`src/rtl/inst_loader_if.sv`:
```
// -----------------------------------------------------------------------------
// inst_loader_if
// Byte-stream input and instruction-memory write bus of the instruction loader.
//
//   ByteIn    [7:0]        incoming stream byte
//   ByteValid              ByteIn is valid
//   ByteReady              loader accepts a byte this cycle
//   WrEn                   one-cycle word-write strobe
//   WrAddr    [ADDR_W-1:0] byte address of the written word (multiple of 4)
//   WrData    [31:0]       assembled little-endian word
//
// Modports:
//   master : host side, which sources bytes and observes memory writes
//   slave  : loader side
// -----------------------------------------------------------------------------
interface inst_loader_if #(
  parameter int ADDR_W = 7
);
  logic [7:0]        ByteIn;
  logic              ByteValid;
  logic              ByteReady;
  logic              WrEn;
  logic [ADDR_W-1:0] WrAddr;
  logic [31:0]       WrData;

  modport master (
    output ByteIn, ByteValid,
    input  ByteReady, WrEn, WrAddr, WrData
  );

  modport slave (
    input  ByteIn, ByteValid,
    output ByteReady, WrEn, WrAddr, WrData
  );
endinterface

```
`src/rtl/inst_loader.sv`:
```
// -----------------------------------------------------------------------------
// inst_loader
// Loads a program into a writable instruction memory from a byte stream.
// Stream format: one length byte N (1..MAX_WORDS), then 4*N data bytes, each
// word little-endian. Every completed word is written with a one-cycle WrEn
// strobe at byte address 4*index. The core is held in reset (CpuHold) while a
// session is active. Done / Error report the session outcome and persist until
// the next Start or reset.
//
// Optional feature macro: INST_LOADER_CHECKSUM_EN
//   When defined, one trailing checksum byte (XOR of all data bytes) is checked
//   after the last word; a mismatch ends in Error. Written words stay written.
//
// Ports:
//   CLK      clock, rising edge
//   RSTN     asynchronous active-low reset
//   Start    single-cycle session request (honoured in IDLE, DONE, ERR)
//   bus      inst_loader_if.slave: byte stream in, word-write bus out
//   CpuHold  core reset hold while a session is active or a write is issued
//   Done     session completed successfully
//   Error    session aborted
// -----------------------------------------------------------------------------
module inst_loader #(
  parameter int MAX_WORDS = 32,
  parameter int ADDR_W    = 7
) (
  input  logic         CLK,
  input  logic         RSTN,
  input  logic         Start,
  inst_loader_if.slave bus,
  output logic         CpuHold,
  output logic         Done,
  output logic         Error
);

  localparam int CNT_W = $clog2(MAX_WORDS + 1);

  typedef enum logic [2:0] {
    IDLE,
    LEN,
    LOAD,
    DONE,
    ERR
`ifdef INST_LOADER_CHECKSUM_EN
    , CHK
`endif
  } state_t;

  state_t            state_q, state_d;
  logic [CNT_W-1:0]  word_cnt_q, word_cnt_d;
  logic [CNT_W-1:0]  len_q, len_d;
  logic [1:0]        byte_cnt_q, byte_cnt_d;
  logic [23:0]       asm_q, asm_d;        // bytes 0..2 of the word in progress
  logic              wr_en_q, wr_en_d;
  logic [ADDR_W-1:0] wr_addr_q, wr_addr_d;
  logic [31:0]       wr_data_q, wr_data_d;
`ifdef INST_LOADER_CHECKSUM_EN
  logic [7:0]        xor_q, xor_d;
`endif
  logic              busy;
  logic              accept;

  always_comb begin
    busy = (state_q == LEN) || (state_q == LOAD);
`ifdef INST_LOADER_CHECKSUM_EN
    busy = busy || (state_q == CHK);
`endif
  end

  assign accept        = busy && bus.ByteValid;
  assign bus.ByteReady = busy;
  assign bus.WrEn      = wr_en_q;
  assign bus.WrAddr    = wr_addr_q;
  assign bus.WrData    = wr_data_q;
  // The write strobe lands one cycle after the last byte, possibly already in
  // DONE, so the hold has to cover that cycle too.
  assign CpuHold       = busy || wr_en_q;
  assign Done          = (state_q == DONE);
  assign Error         = (state_q == ERR);

  always_comb begin
    state_d    = state_q;
    word_cnt_d = word_cnt_q;
    len_d      = len_q;
    byte_cnt_d = byte_cnt_q;
    asm_d      = asm_q;
    wr_en_d    = 1'b0;
    wr_addr_d  = wr_addr_q;
    wr_data_d  = wr_data_q;
`ifdef INST_LOADER_CHECKSUM_EN
    xor_d      = xor_q;
`endif

    case (state_q)
      IDLE, DONE, ERR: begin
        if (Start) begin
          state_d    = LEN;
          word_cnt_d = '0;
          byte_cnt_d = '0;
`ifdef INST_LOADER_CHECKSUM_EN
          xor_d      = '0;
`endif
        end
      end

      LEN: begin
        if (accept) begin
          if (bus.ByteIn == 8'd0 || int'(bus.ByteIn) > MAX_WORDS) begin
            state_d = ERR;
          end else begin
            len_d   = CNT_W'(bus.ByteIn);
            state_d = LOAD;
          end
        end
      end

      LOAD: begin
        if (accept) begin
          byte_cnt_d = byte_cnt_q + 2'd1;
`ifdef INST_LOADER_CHECKSUM_EN
          xor_d      = xor_q ^ bus.ByteIn;
`endif
          case (byte_cnt_q)
            2'd0: asm_d[7:0]   = bus.ByteIn;
            2'd1: asm_d[15:8]  = bus.ByteIn;
            2'd2: asm_d[23:16] = bus.ByteIn;
            default: begin
              // Fourth byte completes the word; it goes straight into the
              // output register so WrData is valid with the strobe.
              wr_en_d    = 1'b1;
              wr_addr_d  = ADDR_W'({word_cnt_q, 2'b00});
              wr_data_d  = {bus.ByteIn, asm_q};
              word_cnt_d = word_cnt_q + CNT_W'(1);
              if (word_cnt_q == len_q - CNT_W'(1)) begin
`ifdef INST_LOADER_CHECKSUM_EN
                state_d = CHK;
`else
                state_d = DONE;
`endif
              end
            end
          endcase
        end
      end

`ifdef INST_LOADER_CHECKSUM_EN
      CHK: begin
        if (accept) begin
          state_d = (bus.ByteIn == xor_q) ? DONE : ERR;
        end
      end
`endif

      default: state_d = IDLE;
    endcase
  end

  always_ff @(posedge CLK or negedge RSTN) begin
    if (!RSTN) begin
      state_q    <= IDLE;
      word_cnt_q <= '0;
      len_q      <= '0;
      byte_cnt_q <= '0;
      asm_q      <= '0;
      wr_en_q    <= 1'b0;
      wr_addr_q  <= '0;
      wr_data_q  <= '0;
`ifdef INST_LOADER_CHECKSUM_EN
      xor_q      <= '0;
`endif
    end else begin
      state_q    <= state_d;
      word_cnt_q <= word_cnt_d;
      len_q      <= len_d;
      byte_cnt_q <= byte_cnt_d;
      asm_q      <= asm_d;
      wr_en_q    <= wr_en_d;
      wr_addr_q  <= wr_addr_d;
      wr_data_q  <= wr_data_d;
`ifdef INST_LOADER_CHECKSUM_EN
      xor_q      <= xor_d;
`endif
    end
  end

endmodule
```
`src/flat_wrapper.sv`:
```
// flat-port wrapper written by rule: the top's interface ports become plain ports
module inst_loader_flat 
#(
  parameter int MAX_WORDS = 32,
  parameter int ADDR_W    = 7
)
  (CLK, RSTN, Start, CpuHold, Done, Error, bus_ByteIn, bus_ByteValid, bus_ByteReady, bus_WrEn, bus_WrAddr, bus_WrData);
  inst_loader_if #(.ADDR_W(ADDR_W)) bus_i ();
  input  logic CLK;
  input  logic RSTN;
  input  logic Start;
  output logic CpuHold;
  output logic Done;
  output logic Error;
  input wire logic [$bits(bus_i.ByteIn)-1:0] bus_ByteIn;
  input wire logic [$bits(bus_i.ByteValid)-1:0] bus_ByteValid;
  output wire logic [$bits(bus_i.ByteReady)-1:0] bus_ByteReady;
  output wire logic [$bits(bus_i.WrEn)-1:0] bus_WrEn;
  output wire logic [$bits(bus_i.WrAddr)-1:0] bus_WrAddr;
  output wire logic [$bits(bus_i.WrData)-1:0] bus_WrData;
  assign bus_i.ByteIn = bus_ByteIn;
  assign bus_i.ByteValid = bus_ByteValid;
  assign bus_ByteReady = bus_i.ByteReady;
  assign bus_WrEn = bus_i.WrEn;
  assign bus_WrAddr = bus_i.WrAddr;
  assign bus_WrData = bus_i.WrData;
  inst_loader #(.MAX_WORDS(MAX_WORDS), .ADDR_W(ADDR_W)) u_core (.CLK(CLK), .RSTN(RSTN), .Start(Start), .bus(bus_i), .CpuHold(CpuHold), .Done(Done), .Error(Error));
endmodule
```
`config.mk`:
```
export PLATFORM = sky130hd
export DESIGN_NAME = inst_loader_flat
export DESIGN_NICKNAME = d
export VERILOG_FILES = /design/src/rtl/inst_loader_if.sv /design/src/rtl/inst_loader.sv /design/src/flat_wrapper.sv
export SDC_FILE = /design/constraint.sdc
export NUM_CORES = 1
export LEC_CHECK = 0
export CORE_UTILIZATION = 51
export DETAILED_ROUTE_END_ITERATION = 6
export PLACE_DENSITY = 0.77
export SETUP_SLACK_MARGIN = 0.3
export SKIP_CTS_REPAIR_TIMING = 1
export SLEW_MARGIN = 40
export SYNTH_ARGS = -nofsm -noshare
export SYNTH_HDL_FRONTEND = slang
export SYNTH_SLANG_ARGS = --single-unit
```
`constraint.sdc`:
```
create_clock -name CLK -period 2.2 [get_ports CLK]
set_input_delay 0.44 -clock CLK [delete_from_list [all_inputs] [get_ports CLK]]
set_output_delay 0.44 -clock CLK [all_outputs]
set_load 0.05 [all_outputs]
```
# After elaboration in Yosys (flattened, before gate mapping)
# Index checks and enable logic that the tools add are counted.
# word_totals
regBits	79
word_cells	63
in_bits	12
output_inout_bits	44
# op_classes
order_cmp	1
n_bitwise	2
n_reduce_logical	18
eq_ne	12
muxes	17
add_sub_neg	3
# op_table
operator	count
two-way mux 3 bit	6
two-way mux 6 bit	3
AND reduction 3 bit	6
one-hot mux 6 bit (2 select lines)	1
one-hot mux 3 bit (3 select lines)	1
> comparator 8 x 6 -> 1 bit (second input constant)	1
logical NOT 8 bit	1
adder 6 x 1 -> 6 bit (second input constant)	1
== test 3 x 2 -> 1 bit (second input constant)	2
== test 6 bit	1
inequality test 2 bit (second input constant)	3
OR reduction 3 bit	2
subtractor 6 x 1 -> 6 bit (second input constant)	1
AND reduction 5 bit	1
two-way mux 2 bit	2
inequality test 2 x 1 -> 1 bit (second input constant)	2
one-hot mux 2 bit (2 select lines)	1
AND reduction 4 bit	1
== test 3 x 1 -> 1 bit (second input constant)	1
== test 3 bit (second input constant)	1
logical NOT 3 bit	1
logical OR 1 bit	3
two-way mux 1 bit	3
adder 2 x 1 -> 2 bit (second input constant)	1
6 further kinds	7

# Depth between registers and ports, before layout
# Gate-level depths: netlist of the first run.
# logic_depth
depth_word	6
depth_mapped	8
mapped_depth_nobuf	6

# Least setup slack after synthesis of the first run
# Ideal clock, no wire load.
# synth_path
path_kind	register to output
startpoint	reg u_core.state_q[0]
endpoint	out CpuHold
slack_ps	36
path_buffers	1
path_stages_with_launch	5
t_arrival_ps	1724
t_required_ps	1760
path_cell_list	dfrtp_1 > buf_2 > xnor2_1 > nor2_1 > or2_2
# synth_between
elab_chain_cells	3
word_cells_on_any_way	4
cone_classes	2 x eq/ne; 2 x reduce/logical
# synth_lines
item	line	source
from (decl)	inst_loader.sv:49	state_t state_q, state_d;
from (signal assigned)	inst_loader.sv:172	state_q <= state_d;
== test 3 x 1 -> 1 bit or == test 3 x 2 -> 1 bit (tied branches)	inst_loader.sv:64	busy = (state_q == LEN) || (state_q == LOAD);
logical OR 1 bit *	inst_loader.sv:64	
via bus_ByteReady	flat_wrapper.sv:17	output wire logic [$bits(bus_i.ByteReady)-1:0] bus_ByteReady;
logical OR 1 bit *	inst_loader.sv:77	assign CpuHold = busy || wr_en_q;
to (decl)	flat_wrapper.sv:12	output logic CpuHold;
# Mark *: on every way through the listed nets, which the timed path passes. The rest lies on a longest branch.

# Worst setup path after layout of the first run
# layout_path
startpoint	reg u_core.state_q[1]
endpoint	reg u_core.len_q[5]
# layout_between
elab_chain_cells	4
word_cells_on_any_way	5
cone_classes	2 x eq/ne; 3 x reduce/logical
# layout_lines
item	line	source
== test 3 x 1 -> 1 bit or == test 3 x 2 -> 1 bit (tied branches)	inst_loader.sv:64, inst_loader.sv:94	
logical OR 1 bit	inst_loader.sv:64	
logical AND 1 bit	inst_loader.sv:70	assign accept = busy && bus.ByteValid;
AND reduction 3 bit (no line) *	-	
to (signal assigned)	inst_loader.sv:174	len_q <= len_d;
to (decl)	inst_loader.sv:51	logic [CNT_W-1:0] len_q, len_d;
# Every way passes the cells marked *; elsewhere a longest branch is shown, timed or not.
# A chain may end at the register's enable or synchronous reset.

==> results of run 1 <==
kinds of logic (layout without fill, tap and decap cells):
kind of cell    count (synthesis)  after routing  synth area share [%]
other cells                     1              2                 0.109
fa+ha+maj                       6              6                  2.19
flops                          79             79                  57.7
xor+xnor                        6              6                  1.53
mux                            72             72                  23.5
compound gates                 22             22                  4.60
buf+inv                        18            108                  2.52
simple gates                   46             46                  7.85
synth_stat cells, types with 2 or more instances:
cell type | n | area (um^2)
a21oi_1 | 3 | 15.0
a311oi_1 | 2 | 17.5
a32o_1 | 3 | 30.0
and2_1 | 3 | 18.8
and3b_1 | 2 | 17.5
buf_2 | 5 | 25.0
buf_4 | 3 | 22.5
dfrtp_1 | 79 | 1980
ha_1 | 6 | 75.1
inv_1 | 8 | 30.0
mux2_2 | 68 | 766
mux2i_1 | 4 | 40.0
nand2_1 | 12 | 45.0
nand2b_1 | 7 | 43.8
nand3_1 | 2 | 10.0
nor2_1 | 3 | 11.3
nor3_1 | 4 | 20.0
nor4_1 | 2 | 12.5
o211ai_1 | 2 | 15.0
o21ai_0 | 4 | 20.0
or3_1 | 2 | 12.5
or4_1 | 2 | 15.0
xnor2_1 | 3 | 26.3
xor2_1 | 3 | 26.3
state kept, by name, summed over array words and instances, names as in the netlist:
| signal | count |
|---|---|
| u_core.state_q | 3 |
| u_core.asm_q | 24 |
| u_core.byte_cnt_q | 2 |
| u_core.len_q | 6 |
| u_core.bus.WrAddr | 5 |
| u_core.bus.WrEn | 1 |
| u_core.bus.WrData | 32 |
| u_core.word_cnt_q | 6 |
cell type report:
cell class | instances | area share [%]
clock inverters | 6 | 0.809
well taps | 77 | 2.08
clock buffers | 10 | 2.75
repair buffers | 84 | 20.2
flip-flops and latches | 79 | 42.7
multi-input cells | 154 | 30.9
inverters | 8 | 0.648
through the flow:
stage                     setup TNS, ps  setup slack [ps]  utilization [%]  hold WS, ps  cell area [um^2]
after global placement            -1900              -236             66.0          409              4240
after CTS                             0               114             68.6         30.1              4400
after detailed placement          -2070              -259             66.0          412              4240
after floorplan                       0               289                -          144              3440
after global routing                  0               197             72.2         48.9              4640
final                                 0               263             72.2         26.5              4640
worst register-to-register path: stages (launching register included):
cell,delay (ps)
dfrtp_2,470
nand4bb_4,240
or3_4,400
nor3_4,230
buf_6,170
mux2_4,310
layout by cell type, fill, tap and decap left out, drive strengths merged, types with 2 or more instances in the layout:
| cell | synthesis | layout |
|---|---|---|
| a311oi | 2 | 2 |
| nand2 | 12 | 12 |
| ha | 6 | 6 |
| or4 | 2 | 2 |
| conb | 1 | 2 |
| and2 | 3 | 3 |
| or3 | 2 | 2 |
| clkinvlp | 0 | 3 |
| and3b | 2 | 2 |
| nor4 | 2 | 2 |
| inv | 8 | 8 |
| nand2b | 7 | 7 |
| clkdlybuf4s50 | 0 | 5 |
| nor2 | 3 | 3 |
| clkbuf | 2 | 10 |
| a32o | 3 | 3 |
| xnor2 | 3 | 3 |
| dlymetal6s2s | 0 | 43 |
| mux2 | 68 | 68 |
| a21o | 2 | 2 |
| mux2i | 4 | 4 |
| a21oi | 3 | 3 |
| o211ai | 2 | 2 |
| nand3 | 2 | 2 |
| clkinv | 0 | 3 |
| xor2 | 3 | 3 |
| nor3 | 5 | 5 |
| buf | 8 | 36 |
| o21ai | 5 | 5 |
| dfrtp | 79 | 79 |
power by group:
| group | switching [W] | internal [W] |
|---|---|---|
| sequential | 0.000145 | 0.00162 |
| clock | 0.000526 | 0.000403 |
| combinational | 0.000473 | 0.000504 |
| total | 0.00114 | 0.00252 |
path summary, 6_finish.rpt:
kind,from,to,cells after the start
hold reg to reg,u_core.bus.WrAddr[3]$_DFFE_PN0P_,u_core.bus.WrAddr[3]$_DFFE_PN0P_,1
min in group CLK,u_core.bus.WrAddr[3]$_DFFE_PN0P_,u_core.bus.WrAddr[3]$_DFFE_PN0P_,1
hold / removal,RSTN,u_core.asm_q[11]$_DFFE_PN0P_,1
setup / recovery,u_core.state_q[1]$_DFFE_PN0P_,u_core.len_q[5]$_DFFE_PN0P_,5
setup reg to reg,u_core.state_q[1]$_DFFE_PN0P_,u_core.len_q[5]$_DFFE_PN0P_,5
max in group asynchronous,RSTN,u_core.state_q[1]$_DFFE_PN0P_,2
per-layer routing:
layer	global-route usage [%]	up-vias	part of all wire, %
li1	-	1061	-
met1	29.3	1169	44
met2	35.2	63	50
met3	5.93	10	4.9
met4	8.46	0	1.3
met5	0	-	0
==> reports/qor.csv, run 1 <==
metric;value;unit
ant_nets;0;
outcome;complete, but fails checks;
slowest_delay;470;ps
placed_cells;395;
p_total;0.00367;W
crit_fanout;8;
relSlewSlack;60.0;%
nets;354;
place.gp.congestion;0.865;
path_class;register to register;
crit_slowest_cell;dfrtp_2;
power.density;791;mW/mm^2
wl;7.34;mm
fillers;454;
hold_violations;0;
portBuffers;53;
final-instance-count-excl-fill;418;
clockBufferDepth;2;
tightest_slew;596;ps
rrSetupSlack;260;ps
rsz0062_at_grt;true;
cts.sinks;79;
worst_clock_skew;7.33;ps
num_vias;2303;
viasPerCell;5.51;
ys_seq_area_share;57.7;%
cts_max_level;3;
drt_iter0_drc;122;
syn2layout_area_growth;35.3;%
initial_core_util;53.4;%
dieArea;0.00705;mm^2
period_minus_slack;1940;ps
fmax;516;MHz
max-vdd-ir-drop;0.399;mV
ctsRootBufferMaster;clkbuf_8;
violations;DRC;
hold_path.class;primary input to asynchronous set/reset pin;
synth-seq-cells;79;
insertedDiodeCount;0;
grt_overflow;0;
yosys_most_used_dff;dfrtp_1;
post-route-period-util;88.0;%
ios;56;
clk_pin_slew;80;ps
regArea;0.00198;mm^2
grt_pass1_wl;11.9;mm
firstDrtPassIters;6;
core;0.00642;mm^2
setup_viol;0;
num_rows;29;
crit_chain;nand4bb_4 -> or3_4 -> nor3_4 -> buf_6 -> mux2_4;
numCtsBuffers;9;
critical_path_buf_inv_count;1;
grt.total_usage;22.2;%
cp.required;2430;ps
drcViolationCount;6;
syn-cell-area;0.00343;mm^2
report.final.slew_viol_count;0;
die_h;84.0;um
wl_per_cell;17.6;um
yosysWarningCount;0;
p_leak;2.97;nW
grt_pass1_vias;2359;
netlist-cell-type-count;42;
synth_edf_count;0;
dpl.hpwl;4.95;mm
async_reset_ff_share;100;%
cp.arrival;2170;ps
grt_max_degree;47;
multi_input_area;0.00143;mm^2
antenna_found_initial;0;
cp-start-kind;register;
die_w;84.0;um
syn_inst;250;
maxCapViolations;0;
crit_family;simple AND/OR/NAND/NOR gates;
syn-mean-instance-area;13.7;um^2
cts_tree;built;
worst_skew_pair.late_latency;350;ps
crit_path_end_kind;register;
drive_gt1_share;38.4;%
No activity file was read; power rests on OpenSTA's default activity.
==> run 2: changes to the inputs <==
--- a/config.mk
+++ b/config.mk
@@ -5,7 +5,9 @@
 export SDC_FILE = /design/constraint.sdc
 export NUM_CORES = 1
 export LEC_CHECK = 0
+export CAP_MARGIN = 30
 export CORE_UTILIZATION = 51
+export CTS_CLUSTER_SIZE = 14
 export DETAILED_ROUTE_END_ITERATION = 6
 export PLACE_DENSITY = 0.77
 export SETUP_SLACK_MARGIN = 0.3
==> results of run 2 <==
Same layout as run 1: the final DEF is identical, and so are final timing and power.
==> run 3: changes to the inputs <==
==> constraint.sdc (replaced) <==
create_clock -name CLK -period 2.2 [get_ports CLK]
set_input_delay 0.55 -clock CLK [delete_from_list [all_inputs] [get_ports CLK]]
set_output_delay 0.55 -clock CLK [all_outputs]
set_load 0.05 [all_outputs]
==> run 3 against run 2 <==
Effect of this change:
- the flow still finishes with violations (DRC)
- non-clock buffer count unchanged
- total power increased by 6.0%
- design area is 1.4% higher
- die area unchanged
- sequential power about the same
- critical endpoint is now CpuHold
- clock power grew 15%
- count of clock-buffer cells in the layout increased by 1
==> reports/qor.csv, run 3 (synthesized netlist as in run 1, its figures left out) <==
metric;value;unit;change
period_minus_slack;2050;ps;was 1940 ps
die_h;84.0;um;unchanged
post-route-cell-area;0.00470;mm^2;was 0.00464 mm^2
ctsRootBufferMaster;clkbuf_8;;unchanged
clk_pin_slew;80;ps;about the same
crit_path_end_kind;output pin;;was register
insertedDiodeCount;0;;unchanged
cp.required;1650;ps;was 2430 ps
grt_max_degree;39;;was 47
worst_clock_skew;6.40;ps;was 7.33 ps
placed_cells;393;;was 395
p_int;0.00273;W;was 0.00252 W
initial_core_util;53.4;%;unchanged
final_common_cell;dfrtp_1;;unchanged
placed_area;0.00427;mm^2;was 0.00424 mm^2
setup_viol;0;;unchanged
firstDrtPassIters;6;;unchanged
grt_pass1_wl;11.4;mm;was 11.9 mm
power.density;827;mW/mm^2;was 791 mW/mm^2
swShare;29.8;%;was 31.2%
grt.total_usage;21.0;%;was 22.2%
portBuffers;53;;unchanged
power.net_switching;0.00116;W;was 0.00114 W
cp.arrival;1500;ps;was 2170 ps
clockBufferDepth;2;;unchanged
worst_skew_pair.late_latency;340;ps;was 350 ps
largest_register_ffs;32;;unchanged
fillers;422;;was 454
viasPerCell;5.54;;was 5.51
num_rows;29;;unchanged
core;0.00642;mm^2;unchanged
grt_pass1_vias;2248;;was 2359
wl_per_cell;17.1;um;was 17.6 um
path_class;register to output pin;;was register to register
tightest_slew;601;ps;was 596 ps
hold_path.class;primary input to asynchronous set/reset pin;;unchanged
grt_overflow;0;;unchanged
cts.sinks;79;;unchanged
die_w;84.0;um;unchanged
numCtsBuffers;9;;unchanged
wl;7.17;mm;was 7.34 mm
final_cell_mix;77 x dfrtp_1, 67 x mux2_2, 42 x dlymetal6s2s_1, 24 x buf_4, 12 x nand2_1;;was 78 x dfrtp_1, 63 x mux2_2, 43 x dlymetal6s2s_1, 28 x buf_4, 12 x nand2_1
rsz0062_at_grt;true;;unchanged
worst_slack;147;ps;was 263 ps
syn2layout_area_growth;37.2;%;was 35.3%
drive_gt1_share;39.0;%;was 38.4%
report.final.slew_viol_count;0;;unchanged
cp-start-kind;register;;unchanged
dp_slack;-453;ps;was -259 ps
drcViolationCount;12;;was 6
nets;354;;unchanged
place.gp.congestion;0.870;;was 0.865
num_vias;2316;;was 2303
cts_tree;built;;unchanged
antenna_found_initial;0;;unchanged
post-route-period-util;93.3;%;was 88.0%
dpl.hpwl;4.79;mm;was 4.95 mm
violations;DRC;;unchanged
ant_nets;0;;unchanged
seqPwrFrac;45.1;%;was 48.0%
fmax;487;MHz;was 516 MHz
maxCapViolations;0;;unchanged
final-instance-count-excl-fill;418;;unchanged
fin_tns_setup;0;ps;unchanged
drt_iter0_drc;141;;was 122
outcome;complete, but fails checks;;unchanged
relSlewSlack;59.6;%;was 60.0%
dieArea;0.00705;mm^2;unchanged
power_frac_comb;27.4;%;was 26.6%
max-vdd-ir-drop;0.418;mV;was 0.399 mV
ios;56;;unchanged
p_clk_share;27.5;%;was 25.3%
crit_fanout;4;;was 8
hold_violations;0;;unchanged
cts_max_level;3;;unchanged
p_total;0.00389;W;was 0.00367 W
p_leak;2.98;nW;was 2.97 nW
==> run 3: changes by cell type in the layout (fill, tap and decap cells not counted), sizes merged <==
cell | previous run | this run
bufinv | 0 | 1
clkbuf | 10 | 12
clkinv | 3 | 2
clkinvlp | 3 | 1
dlymetal6s2s | 43 | 42
inv | 8 | 9
==> run 3: final timing paths <==
check | from | to | slack (ps) | cells after the start
setup / recovery | u_core.state_q[0]$_DFFE_PN0P_ | CpuHold | 150 | 5
hold / removal | RSTN | u_core.bus.WrData[31]$_DFFE_PN0P_ | 170 | 1
setup reg to reg | u_core.state_q[1]$_DFFE_PN0P_ | u_core.len_q[3]$_DFFE_PN0P_ | 250 | 6
hold reg to reg | u_core.bus.WrAddr[2]$_DFFE_PN0P_ | u_core.bus.WrAddr[2]$_DFFE_PN0P_ | 500 | 1
max in group asynchronous | RSTN | u_core.bus.WrData[0]$_DFFE_PN0P_ | 1470 | 2
min in group CLK | u_core.bus.WrAddr[2]$_DFFE_PN0P_ | u_core.bus.WrAddr[2]$_DFFE_PN0P_ | 500 | 1
==> run 3: area by class of cell <==
| type | count | area [um^2] | area share, % |
|---|---|---|---|
| clock buffer | 11 | 141 | 3.01 |
| clock inverter | 5 | 56.3 | 1.20 |
| inverter | 8 | 30.0 | 0.639 |
| multi-input combinational | 154 | 1430 | 30.4 |
| sequential | 79 | 1980 | 42.1 |
| tap | 77 | 96.3 | 2.05 |
| timing repair buffer | 84 | 970 | 20.6 |
==> run 3: worst max-delay path, stage by stage, from the launching register on <==
cell and delay (ps):
dfrtp_2 410, buf_6 130, xnor2_2 160, nor2_2 80
or2_4 240, buf_8 150
==> run 3: layer usage <==
layer  vias up  share of wire (%)  global-route usage, %
met5         -                  0                      0
met4         0                1.8                   8.62
met1      1173                 46                   28.7
li1       1065                  -                      -
met2        63                 49                   32.8
met3        15                3.5                   4.25
==> run 3: stage by stage <==
stage / hold WS [ps] / util (%)
detailed placement: 491 / 66.5
finish: 172 / 73.2
global placement: 483 / 66.5
CTS: 185 / 69.6
global route: 202 / 73.2
floorplan: 254 / -
==> run 3: power by group through the flow <==
stage	sequential (W)	clock (W)	combinational, W
floorplan	0.00172	0	0.000641
global placement	0.00177	0	0.000876
detailed placement	0.00179	0	0.000901
CTS	0.00176	0.00109	0.000911
global route	0.00177	0.00115	0.00114
finish	0.00175	0.00107	0.00106
